==> config.mk <==
export PLATFORM = sky130hd
export DESIGN_NAME = multi_alarm_clock
export DESIGN_NICKNAME = d
export VERILOG_FILES = /design/src/rtl/multi_alarm_clock.sv
export SDC_FILE = /design/constraint.sdc
export NUM_CORES = 1
export LEC_CHECK = 0
export CAP_MARGIN = 10
export CORE_UTILIZATION = 59
export CTS_BUF_LIST = sky130_fd_sc_hd__clkbuf_16
export CTS_CLUSTER_SIZE = 10
export DETAILED_ROUTE_END_ITERATION = 8
export PLACE_DENSITY = 0.82
export SLEW_MARGIN = 20
export SYNTH_ARGS = -nofsm -noshare
export SYNTH_HDL_FRONTEND = slang
export SYNTH_SLANG_ARGS = --single-unit
export TNS_END_PERCENT = 1
==> constraint.sdc <==
create_clock -name clk -period 4.65 [get_ports clk]
set_clock_uncertainty 0.05 [all_clocks]
set_input_delay 0.465 -clock clk [delete_from_list [all_inputs] [get_ports clk]]
set_output_delay 0.465 -clock clk [all_outputs]
set_load 0.02 [all_outputs]
==> src/rtl/multi_alarm_clock.sv <==
// BCD time-of-day clock with a seconds prescaler, digit-wise time/alarm loading,
// 12/24-hour display and N independent alarms with snooze and auto-timeout.
module multi_alarm_clock #(
    parameter int TICK_DIV   = 50000000,
    parameter int N_ALARM    = 2,
    parameter int SNOOZE_MIN = 5
) (
    input  logic               clk,
    input  logic               rst,
    input  logic               en,
    input  logic               mode_12h,
    input  logic               set_time,
    input  logic               set_alarm,
    input  logic [1:0]         alarm_sel,
    input  logic [1:0]         digit_sel,
    input  logic [3:0]         load_val,
    input  logic               load_strobe,
    input  logic [N_ALARM-1:0] alarm_arm,
    input  logic               snooze,
    input  logic               dismiss,
    output logic [23:0]        time_bcd,
    output logic [15:0]        disp_bcd,
    output logic               pm,
    output logic [15:0]        alarm_bcd,
    output logic [N_ALARM-1:0] ringing,
    output logic               buzz,
    output logic               sec_tick
);

    localparam int PW = $clog2(TICK_DIV);
    localparam logic [PW-1:0] PRESC_MAX = PW'(TICK_DIV - 1);

    typedef enum logic [1:0] {IDLE, RING, SNOOZE} alarm_state_t;

    logic [PW-1:0] presc;
    logic [3:0]    sec_o, sec_t, min_o, min_t, hr_o, hr_t;
    logic [3:0]    n_sec_o, n_sec_t, n_min_o, n_min_t, n_hr_o, n_hr_t;
    logic          min_carry, hr_carry;
    logic [15:0]   alarm_time [N_ALARM];
    logic [15:0]   sel_alarm;
    logic          sel_valid;
    logic          time_wr, alarm_wr;
    logic [4:0]    hour, hour_12;

    alarm_state_t  state     [N_ALARM];
    alarm_state_t  state_n   [N_ALARM];
    logic [3:0]    snz_cnt   [N_ALARM];
    logic [3:0]    snz_cnt_n [N_ALARM];
    logic [5:0]    ring_cnt  [N_ALARM];
    logic [5:0]    ring_cnt_n[N_ALARM];

    // A digit write is legal only if the digit stays in range and the hour stays <= 23.
    function automatic logic write_ok(input logic [1:0] d, input logic [3:0] v,
                                      input logic [3:0] ht, input logic [3:0] ho);
        logic [7:0] hr;
        hr       = '0;
        write_ok = 1'b0;
        case (d)
            2'd0: write_ok = (v <= 4'd9);
            2'd1: write_ok = (v <= 4'd5);
            2'd2: begin
                hr       = 8'(ht) * 8'd10 + 8'(v);
                write_ok = (v <= 4'd9) && (hr <= 8'd23);
            end
            default: begin
                hr       = 8'(v) * 8'd10 + 8'(ho);
                write_ok = (v <= 4'd2) && (hr <= 8'd23);
            end
        endcase
    endfunction

    assign sec_tick = en && !set_time && (presc == PRESC_MAX);

    always_ff @(posedge clk or posedge rst) begin
        if (rst)
            presc <= '0;
        else if (set_time)
            presc <= '0;
        else if (en)
            presc <= (presc == PRESC_MAX) ? '0 : presc + 1'b1;
    end

    always_comb begin
        n_sec_o   = sec_o;
        n_sec_t   = sec_t;
        n_min_o   = min_o;
        n_min_t   = min_t;
        n_hr_o    = hr_o;
        n_hr_t    = hr_t;
        min_carry = 1'b0;
        hr_carry  = 1'b0;
        if (sec_tick) begin
            if (sec_o == 4'd9) begin
                n_sec_o = 4'd0;
                if (sec_t == 4'd5) begin
                    n_sec_t   = 4'd0;
                    min_carry = 1'b1;
                end else begin
                    n_sec_t = sec_t + 4'd1;
                end
            end else begin
                n_sec_o = sec_o + 4'd1;
            end
        end
        if (min_carry) begin
            if (min_o == 4'd9) begin
                n_min_o = 4'd0;
                if (min_t == 4'd5) begin
                    n_min_t  = 4'd0;
                    hr_carry = 1'b1;
                end else begin
                    n_min_t = min_t + 4'd1;
                end
            end else begin
                n_min_o = min_o + 4'd1;
            end
        end
        if (hr_carry) begin
            if (hr_t == 4'd2 && hr_o == 4'd3) begin
                n_hr_t = 4'd0;
                n_hr_o = 4'd0;
            end else if (hr_o == 4'd9) begin
                n_hr_t = hr_t + 4'd1;
                n_hr_o = 4'd0;
            end else begin
                n_hr_o = hr_o + 4'd1;
            end
        end
    end

    always_comb begin
        sel_alarm = '0;
        sel_valid = 1'b0;
        for (int i = 0; i < N_ALARM; i++) begin
            if (alarm_sel == 2'(i)) begin
                sel_alarm = alarm_time[i];
                sel_valid = 1'b1;
            end
        end
    end

    assign alarm_bcd = sel_alarm;
    assign time_wr   = load_strobe && set_time && write_ok(digit_sel, load_val, hr_t, hr_o);
    assign alarm_wr  = load_strobe && !set_time && set_alarm && sel_valid &&
                       write_ok(digit_sel, load_val, sel_alarm[15:12], sel_alarm[11:8]);

    // While setting, seconds are pinned to zero and only explicit writes move hh:mm.
    always_ff @(posedge clk or posedge rst) begin
        if (rst) begin
            sec_o <= '0;
            sec_t <= '0;
            min_o <= '0;
            min_t <= '0;
            hr_o  <= '0;
            hr_t  <= '0;
        end else if (set_time) begin
            sec_o <= '0;
            sec_t <= '0;
            if (time_wr) begin
                case (digit_sel)
                    2'd0:    min_o <= load_val;
                    2'd1:    min_t <= load_val;
                    2'd2:    hr_o  <= load_val;
                    default: hr_t  <= load_val;
                endcase
            end
        end else begin
            sec_o <= n_sec_o;
            sec_t <= n_sec_t;
            min_o <= n_min_o;
            min_t <= n_min_t;
            hr_o  <= n_hr_o;
            hr_t  <= n_hr_t;
        end
    end

    always_ff @(posedge clk or posedge rst) begin
        if (rst) begin
            for (int i = 0; i < N_ALARM; i++)
                alarm_time[i] <= '0;
        end else if (alarm_wr) begin
            for (int i = 0; i < N_ALARM; i++)
                if (alarm_sel == 2'(i))
                    alarm_time[i][{digit_sel, 2'b00} +: 4] <= load_val;
        end
    end

    always_ff @(posedge clk or posedge rst) begin
        if (rst) begin
            for (int i = 0; i < N_ALARM; i++) begin
                state[i]    <= IDLE;
                snz_cnt[i]  <= '0;
                ring_cnt[i] <= '0;
            end
        end else begin
            for (int i = 0; i < N_ALARM; i++) begin
                state[i]    <= state_n[i];
                snz_cnt[i]  <= snz_cnt_n[i];
                ring_cnt[i] <= ring_cnt_n[i];
            end
        end
    end

    // Matches are checked against the post-tick time, so only a seconds rollover can trigger.
    always_comb begin
        for (int i = 0; i < N_ALARM; i++) begin
            state_n[i]    = state[i];
            snz_cnt_n[i]  = snz_cnt[i];
            ring_cnt_n[i] = ring_cnt[i];
            if (!alarm_arm[i]) begin
                state_n[i] = IDLE;
            end else begin
                case (state[i])
                    IDLE: begin
                        if (min_carry && alarm_time[i] == {n_hr_t, n_hr_o, n_min_t, n_min_o}) begin
                            state_n[i]    = RING;
                            ring_cnt_n[i] = '0;
                        end
                    end
                    RING: begin
                        if (dismiss) begin
                            state_n[i] = IDLE;
                        end else if (snooze) begin
                            state_n[i]   = SNOOZE;
                            snz_cnt_n[i] = 4'(SNOOZE_MIN);
                        end else if (sec_tick) begin
                            if (ring_cnt[i] == 6'd59)
                                state_n[i] = IDLE;
                            else
                                ring_cnt_n[i] = ring_cnt[i] + 6'd1;
                        end
                    end
                    SNOOZE: begin
                        if (dismiss) begin
                            state_n[i] = IDLE;
                        end else if (min_carry) begin
                            if (snz_cnt[i] == 4'd1) begin
                                state_n[i]    = RING;
                                snz_cnt_n[i]  = '0;
                                ring_cnt_n[i] = '0;
                            end else begin
                                snz_cnt_n[i] = snz_cnt[i] - 4'd1;
                            end
                        end
                    end
                    default: state_n[i] = IDLE;
                endcase
            end
        end
    end

    always_comb begin
        for (int i = 0; i < N_ALARM; i++)
            ringing[i] = (state[i] == RING);
    end

    assign buzz     = |ringing;
    assign time_bcd = {hr_t, hr_o, min_t, min_o, sec_t, sec_o};

    always_comb begin
        hour    = 5'(hr_t) * 5'd10 + 5'(hr_o);
        hour_12 = hour;
        if (hour == 5'd0)
            hour_12 = 5'd12;
        else if (hour > 5'd12)
            hour_12 = hour - 5'd12;
        pm = mode_12h && (hour >= 5'd12);
        if (!mode_12h)
            disp_bcd = {hr_t, hr_o, min_t, min_o};
        else if (hour_12 >= 5'd10)
            disp_bcd = {4'd1, 4'(hour_12 - 5'd10), min_t, min_o};
        else
            disp_bcd = {4'd0, 4'(hour_12), min_t, min_o};
    end

endmodule

* Word-level counts from Yosys, hierarchy flattened
Index checks and enable logic that the tools add are counted.
W data, S select, Z words.
** Cells by class
- Magnitude comparators :: 10
- Reduce and logical (&&, ||, !) cells :: 44
- Shifts and indexed selects :: 2
- Muxes and demuxes :: 99
- Add/sub/neg operators :: 19
- $mul :: 4
- Equal/unequal tests :: 54
** Operators by type and width (count)
- $mux W4 :: 38
- $mux W6 :: 16
- $mux W26 :: 3
- $mux W16 :: 3
- $mux W2 :: 18
- $pmux W6 S3 :: 2
- $ne A2 B2 Y1 const B :: 17
- $add A8 B4 Y8 :: 4
- $bwmux W16 :: 2
- $eq A16 B16 Y1 :: 2
- $le A8 B5 Y1 const B :: 4
- $add A26 B1 Y26 const B :: 1
- $eq A26 B26 Y1 const B :: 1
- $add A4 B1 Y4 const B :: 6
- $mul A4 B3 Y7 const B :: 3
- $ne A5 B4 Y1 const B :: 4
- $reduce_and A10 Y1 :: 2
- $logic_and A1 B1 Y1 :: 16
- $ne A4 B4 Y1 const B :: 4
- $pmux W4 S2 :: 2
- $shift A4 B6 Y16 const A :: 1
- $shiftx A4 B6 Y16 :: 1
- $reduce_and A2 Y1 :: 7
- $mux W13 :: 1
- 34 further kinds :: 74
** Storage, ports and cells
- Bits of input ports :: 19
- Bits in registers :: 106
- Output and inout port bits :: 61
- Logic and storage cells :: 247

* Longest topological paths before layout
Gate-level depths: netlist of the first run.
- Depth after elaboration :: 11
- Gate-level depth with buffers :: 15
- Mapped depth without buffers :: 14

* Least setup slack after synthesis of the first run
No wires, ideal clock.
- Path type :: input -> register
- From :: in alarm_sel[0]
- To :: reg alarm_time[0] (netlist bit)
- Data required time :: 4475 ps
- Library setup time :: 125 ps
- Setup slack :: 275 ps
- Stages on the path :: 14
- Path buffers :: 2
- Arrival :: 4201 ps
- Path through :: buf_2 buf_1 mux2i_1 nor2_1 ha_1 ha_1 inv_1 fa_1 nor2_1 nand2_1 a2111oi_0 o2111ai_1 nor2_1 mux2_2
** Between the ends
- Cells in the longest elaborated chain, start to end :: 10
- Elaborated cells between the ends (all ways) :: 17
- Classes of those cells :: add/sub (2); mul (1); order compare (2); eq/ne (1); mux (5); reduce/logical (6)
** RTL lines
- start, declared :: line 14 : input logic [1:0] alarm_sel,
- $logic_not A2 Y1 :: line 135 : if (alarm_sel == 2'(i)) begin
- $mux W16 :: line 135
- $mux W16 * :: line 135
- named net alarm_bcd[13] :: line 24 : output logic [15:0] alarm_bcd,
- $mul A4 B3 Y7 * :: line 62 : hr = 8'(ht) * 8'd10 + 8'(v);
- $add A8 B4 Y8 * :: line 62
- $le A8 B5 Y1 * :: line 63 : write_ok = (v <= 4'd9) && (hr <= 8'd23);
- $logic_and A1 B1 Y1 * :: line 63
- $pmux W1 S3 * :: line 58 : case (d)
- $logic_and A1 B1 Y1 * :: line 144 : assign alarm_wr = load_strobe && !set_time && set_alarm && sel_valid &&
- $reduce_and A2 Y1 (no line) *
- end signal, assigned by index :: line 184 : alarm_time[i][{digit_sel, 2'b00} +: 4] <= load_val;
- end, declared :: line 39 : logic [15:0] alarm_time [N_ALARM];
Mark *: on every way through the listed nets, which the timed path passes. The rest lies on a longest branch.
A chain may end at the register's enable or synchronous reset.

* Worst setup path after layout of the first run
- From :: in alarm_sel[0]
- To :: reg alarm_time[12] (netlist bit)
** Between the ends
- Cells in the longest elaborated chain, start to end :: 10
- Elaborated cells between the ends (all ways) :: 17
- Classes of those cells :: add/sub (2); mul (1); order compare (2); eq/ne (1); mux (5); reduce/logical (6)
** RTL lines (line)
- $logic_not A2 Y1 :: 135
- $mux W16 (2 in series) :: 135
- $mul A4 B3 Y7 :: 62
- $add A8 B4 Y8 :: 62
- $le A8 B5 Y1 :: 63
- $logic_and A1 B1 Y1 :: 63
- $pmux W1 S3 :: 58
- $logic_and A1 B1 Y1 :: 144
- $reduce_and A2 Y1 (no line) *
Every way passes the cells marked *; elsewhere a longest branch is shown, timed or not.

==> flow_summary.toml, run 1 <==
[status]
status = "finished, final reports clean"

[timing]
fin_hold_ws_ns = 0.460
slew_headroom_pct = 29.9
worst_slew_pin_slew_ns = 1.05
hold_viol_final = 0
min_period_ns = 4.21
max_freq_ghz = 0.238
slew_viol_final = 0
setup-tns-final_ns = 0
setup_viol = 0
post-route-period-util_pct = 90.5
grt_setup_unrepaired = "no"

[synth]
yosysSeqAreaShare_pct = 30.9
synth-edff-count = 0
ys_types = 84
synth_seq_cells = 106
synthArstFlopShare_pct = 100
synth_fp_nets = 1081
synthFlopType = "dfrtp_1"
yosysWarnings = 0
avgSynthCellArea_um2 = 8.55
mappedNetlistArea_mm2 = 0.00857
syn_inst = 1003

[routing]
drt-total-wl_mm = 23.0
via_per_inst = 6.32
antenna_left = 0
dr.pass1.iters = 6
wl_met1_mm = 10.0
wl_met2_mm = 10.5
drtIter0Drc = 804
route.met3.wl_mm = 1.80
via_count = 7962
top_layer = "met4"
wl_per_cell_um = 18.3
drc_errors = 0

[global_route]
track_usage_pct = 31.9
overflow = 0
antenna_found_initial = 0
grt_first_pass_wirelength_mm = 37.4
grt_pass1_vias = 7385
grt_max_degree = 81

[worst_hold_path]
min_from = "presc[5]"
hold_path_class = "reg2reg"

[clock_tree]
clkSlewWorstSetupHoldPaths_ns = 0.07
cts-root-buf = "clkbuf_16"
post_cts_buffers = 0
htreeDepth = 3
clock_path_buffers = 2
clk-insertion-delay-late_ns = 0.36
cts_buffers = 9
cts_tree = "yes"
clock_sinks = 106
hold_buffers = 0

[worst_setup_path]
regToRegStartpoint = "alarm_time[15]"
cp.arrival_ns = 4.40
cp-start-kind = "input pin"
end_kind = "register"
rr_worst_depth = 12
crit_fanout = 4
path_class = "in2reg"
critPathLaunch = "alarm_sel[0]"
reg2reg_to = "alarm_time[12]"
crit_end = "alarm_time[12]"
critical_path_required_ns = 4.84
reg2reg_slack_ns = 0.70

[floorplanning]
core_area_mm2 = 0.0140
die_h_um = 123
die_area_mm2 = 0.0150
rows = 43
die_w_um = 123
start_util_pct = 61.0
io_pins = 80

[placement]
hpwlAfterDp_mm = 17.1
gp_congestion = 0.924
dpl_cell_area_mm2 = 0.00957
io_buffers = 79

[cells_and_area]
final_area_mm2 = 0.00989
diodes = 0
drive_above_1_share_pct = 9.27
fin_nets = 1152
area_growth_pct = 15.4

[power]
peakVddDrop_v = 0.000272
p_leak_nw = 4.26
cellPowerDensity_mw_per_mm2 = 313

[flow_run]
maxCapViolCount = 0
area by class of cell:
type	count	area, µm²
Clock buffer	9	225
Inverter	47	181
Fill cell	1122	4150
Sequential cell	106	2650
Clock inverter	7	67.6
Multi-Input combinational cell	806	5550
Tap cell	180	225
Timing Repair Buffer	104	983
layer usage:
metal	up-vias	global-route usage (%)
li1	3776	-
met2	345	50.0
met1	3781	43.6
met3	60	7.62
met4	0	9.53
met5	-	0
flip-flops by register name (all words and copies together), names as in the netlist:
signal / cells
presc: 26
state: 4
sec_t: 4
sec_o: 4
alarm_time: 32
min_o: 4
ring_cnt: 12
min_t: 4
hr_o: 4
hr_t: 4
snz_cnt: 8
stage by stage:
step                worst slack [ns]  instances  power, W  util (%)
floorplan                      0.275       1003   0.00191         -
CTS                           0.0502       1259   0.00309      70.3
global route                   0.231       1259   0.00327      70.4
finish                         0.441       1259   0.00310      70.4
detailed placement             0.189       1243   0.00230      68.1
global placement               0.257       1243   0.00228      68.1
how the worst min path moves through the flow:
stage                     end  slack (ns)  cells after the start
floorplan           presc[25]        0.41                      1
global placement    presc[25]        0.44                      1
detailed placement  presc[25]        0.45                      1
CTS                  presc[5]        0.46                      1
global route         presc[5]        0.48                      1
finish               presc[5]        0.46                      1
critical path, cell delays in order:
cell and delay [ns]:
clkdlybuf4s50_1 0.61, mux2i_1 0.27, nor2_1 0.13, ha_1 0.32
ha_1 0.21, inv_1 0.07, fa_1 0.42, nor2_1 0.13
nand2_1 0.06, a2111oi_0 0.56, o2111ai_1 0.36, nor2_1 0.41
mux2_2 0.39
synth_stat cells, drive strengths merged, types with 6 or more instances:
| master | count | area [µm²] |
|---|---|---|
| a21oi | 51 | 255 |
| inv | 47 | 176 |
| nand2b | 14 | 87.6 |
| ha | 51 | 638 |
| and2 | 15 | 93.8 |
| a22oi | 6 | 45.0 |
| a21boi | 6 | 48.8 |
| clkbuf | 24 | 91.3 |
| a211oi | 12 | 90.1 |
| xor2 | 21 | 184 |
| a21o | 10 | 75.1 |
| nand4 | 18 | 119 |
| o21ai | 79 | 410 |
| a31oi | 9 | 56.3 |
| nor4 | 14 | 109 |
| mux2 | 34 | 383 |
| o31ai | 10 | 75.1 |
| mux2i | 31 | 314 |
| buf | 20 | 118 |
| xnor2 | 16 | 140 |
| nor2 | 87 | 327 |
| nor3b | 10 | 75.1 |
| and3 | 10 | 62.6 |
| nor3 | 29 | 155 |
| dfrtp | 106 | 2650 |
| nand2 | 95 | 357 |
| fa | 8 | 160 |
| nor2b | 21 | 131 |
| or3 | 17 | 111 |
| nand3 | 36 | 185 |
placed cells by master, fill, tap and decap left out, drive strengths merged, types with 25 or more instances in the layout:
cell type / netlist / layout
a21oi: 51 / 51
buf: 20 / 25
clkdlybuf4s50: 0 / 77
dfrtp: 106 / 106
ha: 51 / 51
inv: 47 / 48
mux2: 34 / 34
mux2i: 31 / 31
nand2: 95 / 95
nand3: 36 / 36
nor2: 87 / 87
nor3: 29 / 29
o21ai: 79 / 79
what timing repair did:
action                                  4_1_cts  5_1_grt
gates resized for setup                       2        5
pin swaps                                     0        0
endpoints found under the setup margin        2        2
logic make-up (layout without fill, tap and decap cells):
group,after synthesis,after routing,synth area share (%)
xor+xnor,37,37,3.78
flops,106,106,30.9
buf+inv,91,167,4.50
mux,65,65,8.13
fa+ha+maj,59,59,9.31
simple gates,398,398,24.5
compound gates,247,247,18.8
power by group:
group          switching [W]  internal (W)  leakage [nW]
registers          0.0000900      0.000954          1.41
clock network       0.000360      0.000416         0.141
logic               0.000716      0.000561          2.71
total                0.00117       0.00193          4.26
(Power assumes the default switching activity.)
==> run 2, diff against run 1 <==
--- a/config.mk
+++ b/config.mk
@@ -6,8 +6,10 @@
 export NUM_CORES = 1
 export LEC_CHECK = 0
 export CAP_MARGIN = 10
+export CORE_ASPECT_RATIO = 1.25
 export CORE_UTILIZATION = 59
 export CTS_BUF_LIST = sky130_fd_sc_hd__clkbuf_16
+export CTS_CLUSTER_DIAMETER = 80
 export CTS_CLUSTER_SIZE = 10
 export DETAILED_ROUTE_END_ITERATION = 8
 export PLACE_DENSITY = 0.82
==> flow_summary.toml, run 2 (same netlist as run 1, synthesis figures left out) <==
[status]
status = "finished, final reports clean"

[power]
cellPowerDensity_mw_per_mm2 = 319
p_leak_nw = 4.25
design_power_total_w = 0.00316
peakVddDrop_v = 0.000555

[global_route]
antenna_found_initial = 0
track_usage_pct = 31.7
grt_first_pass_wirelength_mm = 36.7
grt_max_degree = 69
grt_pass1_vias = 7439
overflow = 0

[floorplanning]
rows = 48
die_w_um = 110
die_h_um = 137
core_area_mm2 = 0.0140
die_area_mm2 = 0.0150
start_util_pct = 61.3
io_pins = 80

[worst_setup_path]
crit_fanout = 9
path_class = "reg2out"
cpMaxStageDelayCell = "clkdlybuf4s50_1"
end_kind = "primary output"
critical_path_required_ns = 4.14
cp.arrival_ns = 3.71
cp-start-kind = "register"
cpMostUsedCell = "ha_1"
crit_path_cell_trace = "ha_1, fa_1, xor2_2, inv_1, ha_1, nand2_1, o21ai_0, a21oi_1, ha_1, o21ai_0, a21boi_2, a21oi_1, clkdlybuf4s50_1"
path_buf_inv = 2
max_stage_delay_ns = 0.55
path_delay_family = "adder cells"
reg2reg_slack_ns = 0.75

[timing]
hold_viol_final = 0
min_period_ns = 4.22
setup_viol = 0
slew_viol_final = 0
grt_setup_unrepaired = "no"
setup-tns-final_ns = 0
setup_slack_ns = 0.428
slew_headroom_pct = 37.7
post-route-period-util_pct = 90.8
worst_slew_pin_slew_ns = 0.931
max_freq_ghz = 0.237

[clock_tree]
cts-root-buf = "clkbuf_16"
clock_path_buffers = 2
hold_buffers = 0
clock_sinks = 106
clk-insertion-delay-late_ns = 0.37
clkSlewWorstSetupHoldPaths_ns = 0.08
post_cts_buffers = 0
cts_buffers = 9
htreeDepth = 3
cts_tree = "yes"

[worst_hold_path]
hold_path_class = "reg2reg"

[routing]
drt-total-wl_mm = 23.1
route.met3.wl_mm = 1.05
wl_met2_mm = 11.4
wl_per_cell_um = 18.5
drc_errors = 0
dr.pass1.iters = 5
drtIter0Drc = 583
via_count = 7960
wl_met1_mm = 9.40
via_per_inst = 6.37
top_layer = "met4"
antenna_left = 0

[flow_run]
maxCapViolCount = 0

[placement]
hpwlAfterDp_mm = 17.2
io_buffers = 79
gp_congestion = 0.971
pre_cts_ws_ns = 0.156

[cells_and_area]
final_cell_mix = "dfrtp_1 (103), nand2_1 (95), nor2_1 (87)"
area_growth_pct = 15.3
final_common_cell = "dfrtp_1"
fin_nets = 1148
fin_util_pct = 70.6
drive_above_1_share_pct = 9.30
largest_reg_flops = 32
diodes = 0
reg_top3 = "alarm_time: 32 flops, presc: 26 flops, ring_cnt: 12 flops"
top_register = "alarm_time"
==> run 2: cell types whose count changed in the layout (fill, tap and decap cells not counted) <==
| cell | previous run | this run |
|---|---|---|
| clkinv_4 | 1 | 0 |
| clkinv_2 | 1 | 0 |
| dfrtp_2 | 1 | 3 |
| buf_4 | 25 | 21 |
| dfrtp_1 | 105 | 103 |
| inv_4 | 0 | 1 |
| clkinv_1 | 2 | 0 |
| clkinv_8 | 0 | 1 |
| inv_8 | 0 | 2 |
==> run 2: metal layers <==
metal / vias up / track usage [%]
li1: 3776 / -
met3: 69 / 5.10
met2: 245 / 54.3
met4: 0 / 17.9
met5: - / 0
met1: 3870 / 37.3
==> run 2: power breakdown <==
part	internal, W	switching, W
Sequential	0.000955	0.0000839
Combinational	0.000559	0.000727
Clock	0.000434	0.000395
Total	0.00195	0.00121
==> run 2: timing repair <==
item                                   CTS  global route
resized for setup                        2             7
setup endpoints to repair                2             2
endpoints found under the hold margin    0             0
==> run 2: final timing paths <==
| path | startpoint | endpoint | cells after the start |
|---|---|---|---|
| max | hr_o[1] | disp_bcd[12] | 13 |
| min | presc[25] | presc[25] | 1 |
| max reg2reg | hr_t[1] | min_t[3] | 12 |
| min reg2reg | presc[25] | presc[25] | 1 |
| max in group asynchronous | rst | hr_o[1] | 3 |
| min in group asynchronous | rst | presc[4] | 2 |
==> run 2: through the flow <==
stage,std cells,hold slack (ns),instance area [µm²]
4_1_cts,1250,0.452,9860
5_1_grt,1250,0.463,9880
3_5_place_dp,1234,0.444,9530
3_3_place_gp,1234,0.440,9530
2_1_floorplan,1003,0.407,8570
6_report,1250,0.453,9880
==> run 2: cell type report <==
type                    instances  area (µm²)
multi-input cells             806        5550
fillers                      1092        4110
flip-flops and latches        106        2660
repair buffers                100         953
clock buffers                   9         225
well taps                     175         219
inverters                      47         179
clock inverters                 7        93.8
==> run 3, diff against run 2 <==
--- a/config.mk
+++ b/config.mk
@@ -17,4 +17,4 @@
 export SYNTH_ARGS = -nofsm -noshare
 export SYNTH_HDL_FRONTEND = slang
 export SYNTH_SLANG_ARGS = --single-unit
-export TNS_END_PERCENT = 1
+export TNS_END_PERCENT = 5
==> results of run 3 <==
Final layout, timing and power as in run 2 (identical DEF).
